### config.mk
export PLATFORM = sky130hd
export DESIGN_NAME = muldiv_unit
export DESIGN_NICKNAME = d
export VERILOG_FILES = /design/src/rtl/muldiv_unit.sv
export SDC_FILE = /design/constraint.sdc
export NUM_CORES = 2
export LEC_CHECK = 0
export ABC_AREA = 1
export BUFFER_PORTS_ARGS = -buffer_cell sky130_fd_sc_hd__buf_2
export CAP_MARGIN = 5
export CORE_MARGIN = 3
export CORE_UTILIZATION = 45
export DETAILED_ROUTE_END_ITERATION = 10
export GPL_ROUTABILITY_DRIVEN = 1
export HOLD_SLACK_MARGIN = 0.15
export MAX_ROUTING_LAYER = met4
export PLACE_DENSITY = 0.62
export RECOVER_POWER = 25
export SLEW_MARGIN = 20
export SYNTH_ARGS = -nofsm -noshare
export SYNTH_HDL_FRONTEND = slang
export SYNTH_SLANG_ARGS = --single-unit
### constraint.sdc
create_clock -name clk_i -period 8.8 [get_ports clk_i]
set_input_delay 0.44 -clock clk_i [delete_from_list [all_inputs] [get_ports clk_i]]
set_output_delay 0.44 -clock clk_i [all_outputs]
set_load 0.005 [all_outputs]
### src/rtl/muldiv_unit.sv
`default_nettype none
// ============================================================================
// Module     : muldiv_unit
// Description: Multi-cycle multiply/divide unit with HI/LO registers.
//              Optional multiply-accumulate ops are enabled by MULDIV_MADD_EN.
// Revision   : 1.0 - initial release
// ============================================================================
module muldiv_unit #(
    parameter int WIDTH      = 32,
    parameter int MUL_CYCLES = 5
) (
    input  logic             clk_i,
    input  logic             rst_ni,
    input  logic             start_i,
    input  logic [3:0]       op_i,
    input  logic [WIDTH-1:0] a_i,
    input  logic [WIDTH-1:0] b_i,
    input  logic             cancel_i,
    output logic             busy_o,
    output logic             done_o,
    output logic [WIDTH-1:0] hi_o,
    output logic [WIDTH-1:0] lo_o
);
    localparam int CNT_BASE = $clog2(WIDTH) + 1;
    localparam int CNT_MUL  = $clog2(MUL_CYCLES + 1) + 1;
    localparam int CNT_W    = (CNT_BASE > CNT_MUL) ? CNT_BASE : CNT_MUL;

    localparam logic [3:0] OP_MULTU = 4'b0001;
    localparam logic [3:0] OP_MULT  = 4'b0010;
    localparam logic [3:0] OP_DIVU  = 4'b0011;
    localparam logic [3:0] OP_DIV   = 4'b0100;
    localparam logic [3:0] OP_MTLO  = 4'b0101;
    localparam logic [3:0] OP_MTHI  = 4'b0110;
`ifdef MULDIV_MADD_EN
    localparam logic [3:0] OP_MADDU = 4'b1000;
    localparam logic [3:0] OP_MADD  = 4'b1001;
    localparam logic [3:0] OP_MSUBU = 4'b1010;
    localparam logic [3:0] OP_MSUB  = 4'b1011;
`endif

    typedef enum logic [1:0] {
        S_IDLE = 2'd0,
        S_MUL  = 2'd1,
        S_DIV  = 2'd2
    } state_t;

    state_t             state_q, state_d;
    logic [CNT_W-1:0]   cnt_q, cnt_d;
    logic [3:0]         op_q, op_d;
    logic [WIDTH-1:0]   a_q, a_d;
    logic [WIDTH-1:0]   b_q, b_d;
    logic [WIDTH-1:0]   quo_q, quo_d;
    logic [WIDTH-1:0]   rem_q, rem_d;
    logic               negq_q, negq_d;
    logic               negr_q, negr_d;
    logic [WIDTH-1:0]   hi_q, hi_d;
    logic [WIDTH-1:0]   lo_q, lo_d;
    logic               done_q, done_d;

    // Multiplier path: operands extended to 2*WIDTH, product truncated mod 2^(2*WIDTH)
    logic                 mul_signed;
    logic [2*WIDTH-1:0]   mul_a_ext, mul_b_ext, product, mul_result;

`ifdef MULDIV_MADD_EN
    assign mul_signed = op_q[3] ? op_q[0] : (op_q == OP_MULT);
    assign mul_result = !op_q[3] ? product :
                        (op_q[1] ? ({hi_q, lo_q} - product) : ({hi_q, lo_q} + product));
`else
    assign mul_signed = (op_q == OP_MULT);
    assign mul_result = product;
`endif

    assign mul_a_ext = mul_signed ? {{WIDTH{a_q[WIDTH-1]}}, a_q} : {{WIDTH{1'b0}}, a_q};
    assign mul_b_ext = mul_signed ? {{WIDTH{b_q[WIDTH-1]}}, b_q} : {{WIDTH{1'b0}}, b_q};
    assign product   = mul_a_ext * mul_b_ext;

    // Restoring divider step on magnitudes; b_q holds the divisor magnitude in DIV
    logic               a_neg, b_neg;
    logic [WIDTH-1:0]   a_mag, b_mag;
    logic [WIDTH:0]     rem_shift, rem_diff;
    logic               div_ge;
    logic [WIDTH-1:0]   quo_next, rem_next, quo_res, rem_res;

    assign a_neg     = (op_i == OP_DIV) & a_i[WIDTH-1];
    assign b_neg     = (op_i == OP_DIV) & b_i[WIDTH-1];
    assign a_mag     = a_neg ? -a_i : a_i;
    assign b_mag     = b_neg ? -b_i : b_i;
    assign rem_shift = {rem_q, quo_q[WIDTH-1]};
    assign rem_diff  = rem_shift - {1'b0, b_q};
    assign div_ge    = ~rem_diff[WIDTH];
    assign quo_next  = {quo_q[WIDTH-2:0], div_ge};
    assign rem_next  = div_ge ? rem_diff[WIDTH-1:0] : rem_shift[WIDTH-1:0];
    assign quo_res   = negq_q ? -quo_next : quo_next;
    assign rem_res   = negr_q ? -rem_next : rem_next;

    always_comb begin
        state_d = state_q;
        cnt_d   = cnt_q;
        op_d    = op_q;
        a_d     = a_q;
        b_d     = b_q;
        quo_d   = quo_q;
        rem_d   = rem_q;
        negq_d  = negq_q;
        negr_d  = negr_q;
        hi_d    = hi_q;
        lo_d    = lo_q;
        done_d  = 1'b0;

        case (state_q)
            S_IDLE: begin
                if (start_i && !cancel_i) begin
                    case (op_i)
                        OP_MULTU, OP_MULT: begin
                            state_d = S_MUL;
                            cnt_d   = CNT_W'(MUL_CYCLES - 1);
                            op_d    = op_i;
                            a_d     = a_i;
                            b_d     = b_i;
                        end
`ifdef MULDIV_MADD_EN
                        OP_MADDU, OP_MADD, OP_MSUBU, OP_MSUB: begin
                            state_d = S_MUL;
                            cnt_d   = CNT_W'(MUL_CYCLES);
                            op_d    = op_i;
                            a_d     = a_i;
                            b_d     = b_i;
                        end
`endif
                        OP_DIVU, OP_DIV: begin
                            state_d = S_DIV;
                            cnt_d   = CNT_W'(WIDTH - 1);
                            op_d    = op_i;
                            a_d     = a_i;
                            b_d     = b_mag;
                            quo_d   = a_mag;
                            rem_d   = '0;
                            negq_d  = a_neg ^ b_neg;
                            negr_d  = a_neg;
                        end
                        OP_MTLO: lo_d = a_i;
                        OP_MTHI: hi_d = a_i;
                        default: ;
                    endcase
                end
            end
            S_MUL: begin
                if (cancel_i) begin
                    state_d = S_IDLE;
                    cnt_d   = '0;
                end else if (cnt_q == '0) begin
                    {hi_d, lo_d} = mul_result;
                    state_d      = S_IDLE;
                    done_d       = 1'b1;
                end else begin
                    cnt_d = cnt_q - CNT_W'(1);
                end
            end
            S_DIV: begin
                if (cancel_i) begin
                    state_d = S_IDLE;
                    cnt_d   = '0;
                end else begin
                    quo_d = quo_next;
                    rem_d = rem_next;
                    if (cnt_q == '0) begin
                        state_d = S_IDLE;
                        done_d  = 1'b1;
                        // Divide by zero returns all-ones quotient and the raw dividend
                        if (b_q == '0) begin
                            lo_d = '1;
                            hi_d = a_q;
                        end else begin
                            lo_d = quo_res;
                            hi_d = rem_res;
                        end
                    end else begin
                        cnt_d = cnt_q - CNT_W'(1);
                    end
                end
            end
            default: state_d = S_IDLE;
        endcase
    end

    always_ff @(posedge clk_i or negedge rst_ni) begin
        if (!rst_ni) begin
            state_q <= S_IDLE;
            cnt_q   <= '0;
            op_q    <= '0;
            a_q     <= '0;
            b_q     <= '0;
            quo_q   <= '0;
            rem_q   <= '0;
            negq_q  <= 1'b0;
            negr_q  <= 1'b0;
            hi_q    <= '0;
            lo_q    <= '0;
            done_q  <= 1'b0;
        end else begin
            state_q <= state_d;
            cnt_q   <= cnt_d;
            op_q    <= op_d;
            a_q     <= a_d;
            b_q     <= b_d;
            quo_q   <= quo_d;
            rem_q   <= rem_d;
            negq_q  <= negq_d;
            negr_q  <= negr_d;
            hi_q    <= hi_d;
            lo_q    <= lo_d;
            done_q  <= done_d;
        end
    end

    assign busy_o = (state_q != S_IDLE);
    assign done_o = done_q;
    assign hi_o   = hi_q;
    assign lo_o   = lo_q;

endmodule
`default_nettype wire
Yosys cells after proc, flatten, opt, wreduce, memory -nomap -nowiden
Index checks and enable logic that the tools add are counted.

Add/subtract/negate cells: 6. $mul: 1. Eq/ne operators: 20. Mux-type cells: 45. Bitwise logic cells: 4. Reduce and logical (&&, ||, !) cells: 22.

Operator list (count): $mux W32 (25); $pmux W32 S2 (3); $pmux W32 S3 (2); $mux W64 (2); $neg A32 Y32 (4); $mul A64 B64 Y64 (1); $sub A33 B32 Y33 (1); $logic_not A32 Y1 (1); $pmux W6 S2 (2); $mux W6 (3); $reduce_and A7 Y1 (2); $eq A4 B2 Y1 const B (3); $eq A4 B3 Y1 const B (3); $reduce_and A3 Y1 (4); $ne A2 B2 Y1 const B (5); $pmux W2 S2 (2); $reduce_and A4 Y1 (2); $reduce_bool A2 Y1 (4); $logic_not A6 Y1 (1); $mux W2 (3); $ne A2 B1 Y1 const B (3); $ne A3 B1 Y1 const B (2); $reduce_or A2 Y1 (3); $sub A6 B1 Y6 const B (1); other kinds (13) (16).

Register bits: 207. Input port bits: 72. Output and inout port bits: 66. Word-level logic and storage cells: 110.

Longest topological paths before layout
Depth in word-level cells: 8. Mapped depth: 45. Gate-level depth less buffers: 44.

Worst setup path before layout
Ideal clock, no wire load.

Path kind: register to register. From: reg op_q[1]. To: reg hi_q[31], in the netlist hi_o[31]. Setup time: 0.078 ns. Arrival time: 9.246 ns. Data required time: 8.722 ns. Slack: -0.523 ns. Stages on the path, launching flop included: 41. Buffers on the path: 3. Clock period less this slack: 9.323 ns. Cell sequence: dfrtp_1 -> inv_1 -> nor2_1 -> nand2_1 -> clkbuf_1 -> buf_1 -> buf_1 -> nor2_1 -> fa_1 -> inv_1 -> fa_1 -> inv_1 -> fa_1 -> inv_1 -> fa_1 -> inv_1 -> fa_1 -> fa_1 -> (+5 left out) -> inv_1 -> fa_1 -> inv_1 -> ha_1 -> nand2_1 -> nor3_1 -> nand2_1 -> nor3_1 -> inv_1 -> nor2_1 -> nor3_1 -> nand2_1 -> inv_1 -> nand2_1 -> nand3_1 -> nand2_1 -> nand2_1 -> a21boi_1.

Word-level cells in the longest chain between the ends: 6. Elaborated cells between the ends (all ways): 7. Those cells by class: mul (1); eq/ne (1); mux (5).

RTL lines: start: declaration (RTL line 49) `logic [3:0] op_q, op_d;`; start signal: assignment (RTL line 203) `op_q <= op_d;`; $eq A4 B2 Y1 * (RTL line 69) `assign mul_signed = (op_q == OP_MULT);`; $mux W64, on equally long branches (RTL line 73, 74); $mul A64 B64 Y64 * (RTL line 75) `assign product = mul_a_ext * mul_b_ext;`; $mux W32 * (RTL line 151) `end else if (cnt_q == '0) begin`; $mux W32 * (RTL line 148) `if (cancel_i) begin`; $pmux W32 S3 * (RTL line 110) `case (state_q)`; end signal: assignment (RTL line 210) `hi_q <= hi_d;`; end: declaration (RTL line 56) `logic [WIDTH-1:0] hi_q, hi_d;`.

Mark *: on every way between the ends. The rest lies on a longest branch, timed or not. The select of a mux whose other input is x is not followed. A chain may end at the register's enable or synchronous reset.

Worst setup path in the final report
From: reg op_q[2]. To: reg hi_q[29], in the netlist hi_o[29].

Same word-level chain as after synthesis.

==> results <==
- The run finished, with violations left.
- The final reports fail on max-capacitance violations, max-slew violations, negative setup slack.
- The final-layout setup total negative slack is -49.5 ps.
- The final weighted congestion in routability-driven placement is 1.01.
- The number of max-cap violations is 1.
- The top achievable clock speed is 113 MHz.
- In this run, synthesis inferred 0 flip-flops with an integrated enable.
- The floorplan step defined a die boundary enclosing 149000 um2.
- The most common cell type on the critical path is fa_1.
- The number of cell rows is around 140.
- Clock-pin slew was measured on the worst setup and hold paths at 70 ps.
- The xor and xnor area share after synthesis is 0.0175.
- The quantity of I/O buffers inserted on ports is between 100 and 150.
- Clock tree synthesis found a total of between 200 and 250 sinks.
- The slowest cell on the critical path is fa_1.
- The share of the yosys chip area belonging to registers is 0.0798.
- The net count of the finished layout is 10.7k.
- Summed over all nets, the half-perimeter wirelength after detailed placement is 207 mm.
- Counting flops with an async set or reset pin after synthesis yields a share of 1.00.
- Global routing finished with a remaining overflow of 0.
- The top cell types in the final layout, fill and taps aside, are 2259 x inv_1, 1861 x nand2_1, 1308 x fa_1.
- The multiplexer share of the synthesized area is 0.
- The number of global-route vias before repair is between 50k and 60k.
- The via total after detailed routing is 56.1k.
- After synthesis, the cell types taking the most area are fa_1 44%, inv_1 14%, nand2_1 11%.
- For this block, the routed nets add up to 243 mm of wire.
- In this run the number of H-tree levels came out at 1.
- The final worst-path setup slack is -37.9 ps.
- In this run, the number of DRC markers left after iteration 0 of detailed routing was approximately 4.5k.
- The clock network latency to the later pin of the worst-skew pair is 590 ps.
- The adder-cell area share of the yosys netlist is 0.506.
- The fraction of post-synthesis cell area in the top cell type by area is 0.438.
- After layout, the minimum clock period comes to approximately 8800 ps.
- The number of ports placed on the die boundary is 138.
- The post-detailed-route DRC marker count is 0.
- Entering global routing, the biggest net connects 93 pins.
- The critical path in this run is classified as flop to flop.
- After floorplanning, the core was sized to cover around 140000 um2.
- The CTS buffer count is 26.
- The share of post-route cells with drive strength above 1 is 0.171.
- The first-pass GRT wire length is 365 mm.
- The worst setup path is captured at a flop.
- The worst setup path is launched from a flop.
- The number of max-slew violations in the final report was 93.
- Setup violations remaining at the end of the flow were counted as 2.
- The number of search-and-repair iterations in the first detailed-routing pass is 6.
- Setup repair after global routing could not meet its margin everywhere.
- Dividing the detail-routed via count by the number of cells gives 5.21.
- Measured against its own limit, the worst slew margin works out to -2.71.
- For this run, the slowest stage of the critical path takes 690 ps.
- Of all nets on the critical path, the largest fanout is 7.
- Across the routed clock network, the largest skew measured is 16.4 ps.
- In the global route stage, overall resource usage came out at 0.340.
- No sink is reached through more buffers than the 3 on the longest clock path.
- The area of the mapped netlist is 64900 um2.
- The number of warnings printed during yosys synthesis is 0.
- The share of the synthesized area in compound gates (AO/OA/AOI/OAI) came to 0.0646.
- For the worst setup path, the data required time is just over 9000 ps.
- The y dimension of the die is 386 um.
- The hold violation count in the final report is 0.
- The leading area contributor after synthesis is fa_1.
- In the final routed layout, each cell accounts on average for about 23 um.
- Synthesis produced a netlist with a net count of 10.2k.
- For this run, the leading register cell type out of synthesis is dfrtp_1.
- Once detail routing completed, the nets flagged for antenna violations numbered 0.
- For the pin with the worst max-slew slack, the measured transition is 5570 ps.
- Synthesis produced a netlist whose cell count is 8333.
- TritonCTS built the clock tree.
- The die span in x is 386 um.
- The largest family of logic cells by synthesized area is adder cells.
- Leaving out fill and tap cells, the most frequent cell in the layout is inv_1.
- The root buffer selected by CTS is clkbuf_16.
- Dividing the final minimum period by the clock period gives 1.00.
- The number of antenna violations at the first check in global routing is 15.
- The mean instance size in the synthesized netlist is 7.79 um2.
- The min-delay analysis places its worst path in the category input pin to flop.
- The arrival time of data at the critical path endpoint is 9350 ps.
- The starting density of the core is 0.456.
- Compared with the post-synthesis result, the final layout area differs by 16.9%.
- The flip-flop and latch count after synthesis is ~210.
- The netlist uses 60 different library cells.
- The basic-gate share of the synthesized area counting and, or, nand and nor cells is 0.173.
[routing by layer]
metal,track usage,part of all wire
met2,0.508,0.44
met1,0.467,0.43
met5,-,0
met4,0.0878,0.033
met3,0.0785,0.10
[Yosys cell counts, drive strengths merged, types with 2 or more instances]
cell        n
inv      2366
nand2    1943
fa       1420
nor2      470
ha        350
clkbuf    337
o21ai     333
a21oi     246
dfrtp     207
nand3     169
xor2       78
xnor2      52
or2        48
nor3       47
o22ai      40
buf        31
a31oi      27
nand4      27
a21boi     17
nor4       17
nand3b     16
o221ai     16
o21bai     14
o211ai     13
a2bb2oi     7
o31ai       7
o21a        6
a21o        5
clkinv      4
a221oi      3
a32o        3
and2        3
a211oi      2
o2111ai     2
o22a        2
o311ai      2
[flip-flops by register name, indices dropped and copies added (netlist names)]
signal   flops
negq_q       1
rem_q       32
done_o       1
lo_o        32
a_q         32
negr_q       1
op_q         4
state_q      2
b_q         32
hi_o        32
quo_q       32
cnt_q        6
[final timing paths]
| kind | start | endpoint | slack, ps | cells past startpoint |
|---|---|---|---|---|
| max | op_q[2] | hi_o[29] | -40 | 35 |
| min | b_i[30] | b_q[30] | 190 | 3 |
| max reg2reg | op_q[2] | hi_o[29] | -40 | 35 |
| min reg2reg | lo_o[27] | lo_o[27] | 490 | 2 |
| max in group asynchronous | rst_ni | a_q[1] | 3180 | 3 |
| min in group asynchronous | rst_ni | lo_o[30] | 2470 | 2 |
[worst max-delay path, delay by kind of cell (launching register included)]
| family | cells | cell delay, ps |
|---|---|---|
| buf+inv | 10 | 1160 |
| flops | 1 | 390 |
| simple gates | 12 | 1400 |
| compound gates | 2 | 240 |
| fa+ha+maj | 11 | 5540 |
[metrics by stage]
stage               utilization  instance area, um2  hold WS, ps  setup WS, ps  std cells
detailed placement        0.508               72400          472          -285      10648
global route              0.532               75900          207          -306      10757
CTS                       0.518               73700          165         -59.7      10701
floorplan                     -               64900          144          15.1       8333
finish                    0.533               75900          189         -37.9      10762
global placement          0.508               72400          468          -311      10648
[cell type report]
| class | count | area, um2 |
|---|---|---|
| antenna | 13 | 32.5 |
| fill | 13632 | 66600 |
| sequential | 207 | 5190 |
| multi-input combinational | 5388 | 51200 |
| clock buffer | 30 | 707 |
| timing repair buffer | 848 | 7130 |
| tap | 1890 | 2360 |
| clock inverter | 16 | 265 |
| inverter | 2370 | 8920 |
[what timing repair did]
action,CTS,global route
hold endpoints to repair,91,0
pin swaps,12,189
buffers inserted,5,49
hold buffers,2,0
endpoints found under the setup margin,29,38
cloned,0,1
resized for setup,98,525
[cells by family (layout without fill, tap and decap cells)]
family,Yosys count,count (layout)
xor+xnor,130,130
buf+inv,2738,3264
fa+ha+maj,1770,1770
compound gates,748,748
simple gates,2740,2740
flops,207,207
other cells,0,13
Power is left out: the tool's default activity adds up to more than one toggle a clock period on the data nets, which glitch-free logic cannot reach.
